==> src/rtl/hash_pkg.sv <==
// Shared constants, FSM state type and rotate helper for the hash arbiter.
package hash_pkg;

    localparam int unsigned HASH_W_DEF = 13;
    localparam logic [31:0] HASH_SEED  = 32'hdeadbef3;

    // Rotate amounts for the seven mixing rounds, applied in order.
    localparam int unsigned ROT [7] = '{14, 11, 25, 16, 4, 14, 24};

    typedef enum logic [1:0] {
        StIdle,
        StHash,
        StHold
    } state_e;

    function automatic logic [31:0] rotl(input logic [31:0] x, input int unsigned n);
        return (x << n) | (x >> (32 - n));
    endfunction

endpackage

==> src/rtl/hash_core.sv <==
// Combinational seven-round xor/subtract/rotate mix of one 32-bit word.
module hash_core
    import hash_pkg::*;
#(
    parameter int unsigned HASH_W = HASH_W_DEF
) (
    input  logic [31:0]       key_i,
    output logic [HASH_W-1:0] hash_o
);

    logic [31:0] a, b, c;

    always_comb begin
        a = HASH_SEED + key_i;
        b = HASH_SEED;
        c = HASH_SEED;
        c = (c ^ b) - rotl(b, ROT[0]);
        a = (a ^ c) - rotl(c, ROT[1]);
        b = (b ^ a) - rotl(a, ROT[2]);
        c = (c ^ b) - rotl(b, ROT[3]);
        a = (a ^ c) - rotl(c, ROT[4]);
        b = (b ^ a) - rotl(a, ROT[5]);
        c = (c ^ b) - rotl(b, ROT[6]);
    end

    assign hash_o = HASH_W'(c);

endmodule

==> src/rtl/hash_arbiter.sv <==
// Round-robin arbiter feeding one shared hash core, one result per two cycles.
// Define HASH_ARB_STATS_EN to add saturating per-source grant counters (grant_cnt).
module hash_arbiter
    import hash_pkg::*;
#(
    parameter int unsigned NUM_SRC = 4,
    parameter int unsigned HASH_W  = HASH_W_DEF
) (
    input  logic                             clk,
    input  logic                             reset,
    input  logic [NUM_SRC-1:0]               req_valid,
    input  logic [NUM_SRC-1:0][31:0]         req_trace,
    output logic [NUM_SRC-1:0]               req_ready,
    output logic                             out_valid,
    input  logic                             out_ready,
    output logic [HASH_W-1:0]                out_hash,
    output logic [$clog2(NUM_SRC)-1:0]       out_src,
`ifdef HASH_ARB_STATS_EN
    output logic [NUM_SRC-1:0][15:0]         grant_cnt,
`endif
    output logic                             busy
);

    localparam int unsigned SRC_W = $clog2(NUM_SRC);

    state_e             state_q;
    logic [SRC_W-1:0]   last_grant_q;
    logic [SRC_W-1:0]   src_q;
    logic [31:0]        trace_q;
    logic               out_valid_q;
    logic [HASH_W-1:0]  out_hash_q;
    logic [SRC_W-1:0]   out_src_q;
    logic [HASH_W-1:0]  core_hash;

    logic               any_valid;
    logic [SRC_W-1:0]   grant_idx;
    logic [SRC_W-1:0]   cand;
    logic               can_accept;
    logic               accept;

    // Search starts one past the last grant and wraps, so the first hit is round-robin fair.
    always_comb begin
        any_valid = 1'b0;
        grant_idx = last_grant_q;
        cand      = '0;
        for (int unsigned i = 1; i <= NUM_SRC; i++) begin
            cand = SRC_W'((32'(last_grant_q) + i) % NUM_SRC);
            if (!any_valid && req_valid[cand]) begin
                any_valid = 1'b1;
                grant_idx = cand;
            end
        end
    end

    assign can_accept = (state_q == StIdle) || ((state_q == StHold) && out_ready);
    // Gate with reset so no source sees a grant while the block is held in reset.
    assign accept     = reset && can_accept && any_valid;

    always_comb begin
        req_ready = '0;
        for (int unsigned i = 0; i < NUM_SRC; i++) begin
            req_ready[i] = accept && (grant_idx == SRC_W'(i));
        end
    end

    hash_core #(
        .HASH_W (HASH_W)
    ) u_hash_core (
        .key_i  (trace_q),
        .hash_o (core_hash)
    );

    always_ff @(posedge clk or negedge reset) begin
        if (!reset) begin
            state_q      <= StIdle;
            last_grant_q <= SRC_W'(NUM_SRC - 1);
            src_q        <= '0;
            trace_q      <= '0;
            out_valid_q  <= 1'b0;
            out_hash_q   <= '0;
            out_src_q    <= '0;
        end else begin
            if (accept) begin
                trace_q      <= req_trace[grant_idx];
                src_q        <= grant_idx;
                last_grant_q <= grant_idx;
            end
            unique case (state_q)
                StIdle: begin
                    if (accept) state_q <= StHash;
                end
                StHash: begin
                    out_hash_q  <= core_hash;
                    out_src_q   <= src_q;
                    out_valid_q <= 1'b1;
                    state_q     <= StHold;
                end
                StHold: begin
                    if (out_ready) begin
                        out_valid_q <= 1'b0;
                        state_q     <= accept ? StHash : StIdle;
                    end
                end
                default: state_q <= StIdle;
            endcase
        end
    end

    assign out_valid = out_valid_q;
    assign out_hash  = out_hash_q;
    assign out_src   = out_src_q;
    assign busy      = (state_q != StIdle);

`ifdef HASH_ARB_STATS_EN
    logic [NUM_SRC-1:0][15:0] grant_cnt_q;

    always_ff @(posedge clk or negedge reset) begin
        if (!reset) begin
            grant_cnt_q <= '0;
        end else begin
            for (int unsigned i = 0; i < NUM_SRC; i++) begin
                if (accept && (grant_idx == SRC_W'(i)) && (grant_cnt_q[i] != 16'hFFFF)) begin
                    grant_cnt_q[i] <= grant_cnt_q[i] + 16'd1;
                end
            end
        end
    end

    assign grant_cnt = grant_cnt_q;
`endif

endmodule

==> config.mk <==
export PLATFORM = sky130hd
export DESIGN_NAME = hash_arbiter
export DESIGN_NICKNAME = d
export VERILOG_FILES = /design/src/rtl/hash_pkg.sv /design/src/rtl/hash_core.sv /design/src/rtl/hash_arbiter.sv
export SDC_FILE = /design/constraint.sdc
export NUM_CORES = 1
export LEC_CHECK = 0
export ABC_CLOCK_PERIOD_IN_PS = 33300
export CORE_UTILIZATION = 34
export CTS_CLUSTER_DIAMETER = 120
export DETAILED_ROUTE_END_ITERATION = 8
export SYNTH_ARGS = -nofsm -noshare
export SYNTH_HDL_FRONTEND = slang
export SYNTH_SLANG_ARGS = --single-unit
==> constraint.sdc <==
create_clock -name clk -period 33.3 [get_ports clk]
set_clock_uncertainty 0.1 [all_clocks]
set_input_delay 6.66 -clock clk [delete_from_list [all_inputs] [get_ports clk]]
set_output_delay 6.66 -clock clk [all_outputs]
set_load 0.02 [all_outputs]
* After elaboration in Yosys (flattened, before gate mapping)
Cells that the tools add are included.
** Cells by class
- Reduce and logical (&&, ||, !) cells :: 20
- Divide/modulo/power cells :: 0
- Add/subtract/negate cells :: 11
- Multiplexer cells :: 24
- Shift operators :: 0
- Multipliers :: 0
- Order comparisons :: 5
- Eq/ne operators :: 7
- Bitwise operators :: 11
** Operators with widths (number)
- $sub 32x32->32 :: 3
- $bmux 32 s2 :: 1
- $add 32x32->32 const A :: 1
- $mux 32 :: 1
- $or 32x16->32 :: 1
- $or 32x25->32 :: 1
- $or 32x4->32 :: 1
- $sub 32x29->32 const B :: 1
- $xor 32x32->32 :: 1
- $not 23->23 :: 1
- $or 21x14->21 :: 1
- $sub 21x21->21 :: 1
- $xor 21x21->21 :: 1
- $not 10->10 :: 2
- $lt 2x3->1 const B :: 5
- $or 1x13->13 const A :: 1
- $sub 13x13->13 :: 1
- $xor 13x13->13 :: 1
- $mux 2 :: 6
- $logic_and 1x1->1 :: 10
- $mux 1 :: 10
- $bmux 1 s2 :: 4
- $eq 2x2->1 const B :: 3
- $pmux 2 s3 :: 1
- other kinds (10) :: 19
** Storage, ports and cells
- ROM bits :: 0
- RAM bits :: 0
- Logic and storage cells :: 85
- Bits in registers :: 54
- Input port bits :: 135
- Memories :: 0
- Latch bits :: 0

* Logic depth before layout (Yosys ltp)
- Depth in word-level cells :: 17
- Mapped depth :: 82

* Modules after synthesis
Synthesis repeated with hierarchy kept, for this count alone.
** Second synthesis, totals
- Cells, all modules :: 1485
- Area, all modules :: 11449.7 µm²
** By module, submodules not included
- hash_core :: area an instance 8330.5 µm², seq. area each 0.0 µm², cells each 1166, times used 1
- hash_arbiter :: area an instance 3119.2 µm², seq. area each 1353.8 µm², cells each 319, times used 1

* Worst setup path before layout
Ideal clock, no wire load.
- Path kind :: reg2reg
- Start :: register trace_q[0]
- End :: register out_hash_q[12], in the netlist out_hash[12]
- Clock period less this slack :: 15.598 ns
- Path buffers :: 3
- Setup slack :: 17.702 ns
- Stages on the path, launching flop included :: 80
- Arrival :: 15.366 ns
- Cell sequence :: dfrtp_1 > buf_2 > inv_1 > ha_1 > clkbuf_1 > and4b_1 > or3b_1 > xor2_1 > o221a_2 > o22ai_1 > or2_2 > maj3_1 > o221ai_1 > xnor2_1 > ha_1 > and3_1 > a21oi_1 > o21ai_0 > (+44 left out) > ha_1 > inv_1 > fa_1 > a21o_1 > a21o_1 > a21o_1 > a21oi_1 > o21bai_1 > a21oi_1 > nor2b_1 > o21a_1 > o41ai_1 > xor2_1 > xnor2_1 > xnor2_1 > xnor3_1 > xor2_1 > o21ai_1
** Between the ends
- Longest elaborated chain between the ends :: 13
** Ends and longest elaborated chain
- start, declared :: RTL line hash_arbiter.sv:29 : logic [31:0] trace_q;
- start signal, assigned :: RTL line hash_arbiter.sv:84 : trace_q <= req_trace[grant_idx];
- $add 32x32->32 * :: RTL line hash_core.sv:14 : a = HASH_SEED + key_i;
- $not 10->10 (no line)
- $sub 32x29->32 * :: RTL line hash_core.sv:18 : a = (a ^ c) - rotl(c, ROT[1]);
- $or 32x25->32 or $not 23->23 (tied branches)
- $sub 32x32->32 :: RTL line hash_core.sv:19 : b = (b ^ a) - rotl(a, ROT[2]);
- $or 32x16->32 or $not 10->10 (tied branches)
- $sub 32x32->32 :: RTL line hash_core.sv:20 : c = (c ^ b) - rotl(b, ROT[3]);
- $xor 32x32->32 or $or 32x4->32 (tied branches) :: RTL line hash_core.sv:21, hash_pkg.sv:17
- $sub 32x32->32 :: RTL line hash_core.sv:21 : a = (a ^ c) - rotl(c, ROT[4]);
- $xor 21x21->21 or $or 21x14->21 (tied branches) :: RTL line hash_core.sv:22, hash_pkg.sv:17
- $sub 21x21->21 :: RTL line hash_core.sv:22 : b = (b ^ a) - rotl(a, ROT[5]);
- $xor 13x13->13 or $or 1x13->13 (tied branches) :: RTL line hash_core.sv:23, hash_pkg.sv:17
- $sub 13x13->13 * :: RTL line hash_core.sv:23 : c = (c ^ b) - rotl(b, ROT[6]);
- end signal, assigned :: RTL line hash_arbiter.sv:93 : out_hash_q <= core_hash;
- end, declared :: RTL line hash_arbiter.sv:31 : logic [HASH_W-1:0] out_hash_q;
Mark *: on every way between the ends. The rest lies on a longest branch, timed or not.
A chain may end at the register's enable or synchronous reset.

* Worst setup path in the final report
Ends and elaborated chain as after synthesis.

==> qor.yml <==
status: "finished, final reports clean"
netlist_area_um2: 11100
worstSetupPathType: "reg -> reg"
rows: 65
slowest_stage: "a2111oi_0"
critPathMostFrequentCell: "a21oi_1"
syn_area_per_cell_um2: 7.26
cts_hold_buf: 0
synth.net_count: 1793
worst_slew_pin_slew_ns: 1.02
reg2reg_to: "out_hash[12]"
grt_usage_pct: 22.1
num_antenna_cells: 0
slew_headroom_pct: 31.8
numCtsBuffers: 5
die_width_um: 183
first_iter_violations: 906
clock-sinks: 54
cp-startpoint: "trace_q[0]"
grt_max_degree: 56
dr.pass1.iters: 5
hold_class: "reg -> reg"
crit_buf_inv: 5
io_buffers: 155
period_share_pct: 54.6
arrival_ns: 18.23
hpwl_um: 31400
cts-root-buf: "clkbuf_16"
antenna_found_initial: 0
synth_edf_count: 0
final_nets: 1900
initial_utilization_pct: 34.9
clk_latency_ns: 0.31
rr_worst_depth: 76
rrSetupSlack_ns: 15.13
cts_resized: 0
synth-seq-cells: 54
drt_wl_total_um: 36800
fmax_mhz: 55.0
routabilityCongestion: 0.969
drc: 0
synth_cell_type_count: 93
area_delta_synth_final_pct: 18.6
wl_per_cell_um: 17.7
synth-main-ff-cell: "dfrtp_1"
min_period_ns: 18.17
cp_slowest_stage_delay_ns: 0.69
cts_buffer_depth: 2
max_cap_violations: 0
startpoint_type: "register"
maxSlewViolCount: 0
crit_path_end_kind: "register"
setup_viol: 0
path_clk_slew_ns: 0.08
nFillCells: 3339
viasPerCell: 5.44
die_area_um2: 33400
ant_nets: 0
crit_path_max_fanout: 12
tns_ns: 0
crit_family: "compound AO/OA/AOI/OAI gates"
htreeDepth: 2
vias: 11300
grt_pass1_wl_um: 58200
cts_tree: "built"
crit_end: "out_hash[12]"
reg2reg_from: "trace_q[0]"
core_um2: 31900
drive_above_1_share_pct: 4.39
rsz0062_at_grt: "no"
yosysSeqAreaShare_pct: 12.2
synth_warnings: 0
netlist_instances: 1532
async_flop_share_pct: 100
overflow: 0
hold_viol: 0
die_h_um: 183
first_global_vias: 10700
ioPinCount: 156
cts_setup_buffers: 0
cp.depth: 76
critical_path_required_ns: 33.36
-- worst register-to-register path: cells and delay by family, from the launching register on --
kind	cells	cell delay, ns
xor gates and xnor gates	9	2.09
and+or+nand+nor	9	2.10
adders and majority gates	11	3.74
buffers and inverters	5	0.39
AOI/OAI and AO/OA	42	9.02
DFF	1	0.59
-- synth_stat cells, types with 19 or more instances --
| library cell | n | area share [%] |
|---|---|---|
| o21a_1 | 19 | 1.3 |
| o21ai_0 | 114 | 5.1 |
| dfrtp_1 | 52 | 12 |
| ha_1 | 121 | 14 |
| xnor2_1 | 152 | 12 |
| nor2_1 | 87 | 2.9 |
| clkbuf_1 | 46 | 1.6 |
| nand2_1 | 189 | 6.4 |
| a21o_1 | 32 | 2.2 |
| nor3_1 | 41 | 1.8 |
| a21oi_1 | 135 | 6.1 |
| nand3_1 | 39 | 1.8 |
| xor2_1 | 67 | 5.3 |
| inv_1 | 97 | 3.3 |
| o21bai_1 | 22 | 1.5 |
-- cells in the final DEF, fill, tap and decap left out, drive strengths merged, types with 7 or more instances in the layout --
cell,n
maj3,7
nor3,42
and2,14
o2111ai,9
a22oi,17
a31oi,13
dfrtp,52
clkdlybuf4s50,154
xnor2,152
xor2,69
nor2,89
nand4,7
nand3,39
nand2b,17
ha,121
inv,98
a21o,32
and3,16
buf,7
o211ai,17
or2,17
nor2b,15
o21ai,120
or3,8
nor4,9
a21oi,137
o21a,19
a211o,7
nand2,189
a211oi,7
o21bai,22
-- metrics by stage --
stage	setup slack [ns]	hold slack, ns	cell area (um2)	instances	utilization [%]
2_1_floorplan	17.70	0.360	11100	1532	-
3_3_place_gp	15.77	0.364	13000	2067	40.8
3_5_place_dp	15.37	0.371	13000	2067	40.8
4_1_cts	15.28	0.388	13200	2075	41.4
5_1_grt	13.52	0.415	13200	2075	41.4
6_report	15.13	0.382	13200	2075	41.4
-- final cells by class --
cell class | count | area, um2 | share of cell area, %
sequential | 54 | 1350 | 10.3
multi-input combinational | 1320 | 9160 | 69.4
inverter | 97 | 364 | 2.76
tap | 435 | 544 | 4.13
clock buffer | 6 | 139 | 1.05
clock inverter | 2 | 38.8 | 0.294
timing repair buffer | 161 | 1590 | 12.1
-- state kept, by name, indices dropped and copies added, names as in the netlist --
register	cells
last_grant_q	2
out_hash	13
out_src	2
out_valid	1
src_q	2
state_q	2
trace_q	32
-- cells by family (layout without fill, tap and decap cells) --
logic type                 count (synthesis)  after routing  synth area share [%]
AOI/OAI and AO/OA                        470            470                  27.5
DFF                                       54             54                  12.2
xor gates and xnor gates                 223            223                  18.0
adders and majority gates                133            133                  15.2
and+or+nand+nor                          487            487                  21.0
buffers and inverters                    158            266                  5.55
muxes                                      7              7                 0.675
-- routing by layer --
| layer | vias to the layer above | wire [um] | global-route usage (%) | part of all wire, % |
|---|---|---|---|---|
| met5 | - | 0 | 0 | 0 |
| met4 | 0 | 1140 | 6.90 | 3.1 |
| met3 | 47 | 2180 | 2.96 | 5.9 |
| met2 | 417 | 17000 | 38.0 | 46 |
| met1 | 5189 | 16400 | 28.5 | 45 |
| li1 | 5640 | - | - | - |
-- how the worst min path moves through the flow --
| stage | from | end | slack, ns | cells after the start |
|---|---|---|---|---|
| finish | out_hash[5] | out_hash[5] | 0.38 | 2 |
| global route | out_hash[10] | out_hash[10] | 0.42 | 2 |
| CTS | out_hash[5] | out_hash[5] | 0.39 | 2 |
| detailed placement | out_hash[5] | out_hash[5] | 0.37 | 2 |
| global placement | out_hash[8] | out_hash[8] | 0.36 | 2 |
| floorplan | src_q[0] | src_q[0] | 0.36 | 1 |
Power is not shown: default switching activity piles up to over one toggle a cycle in this logic, so the estimate is an artifact.
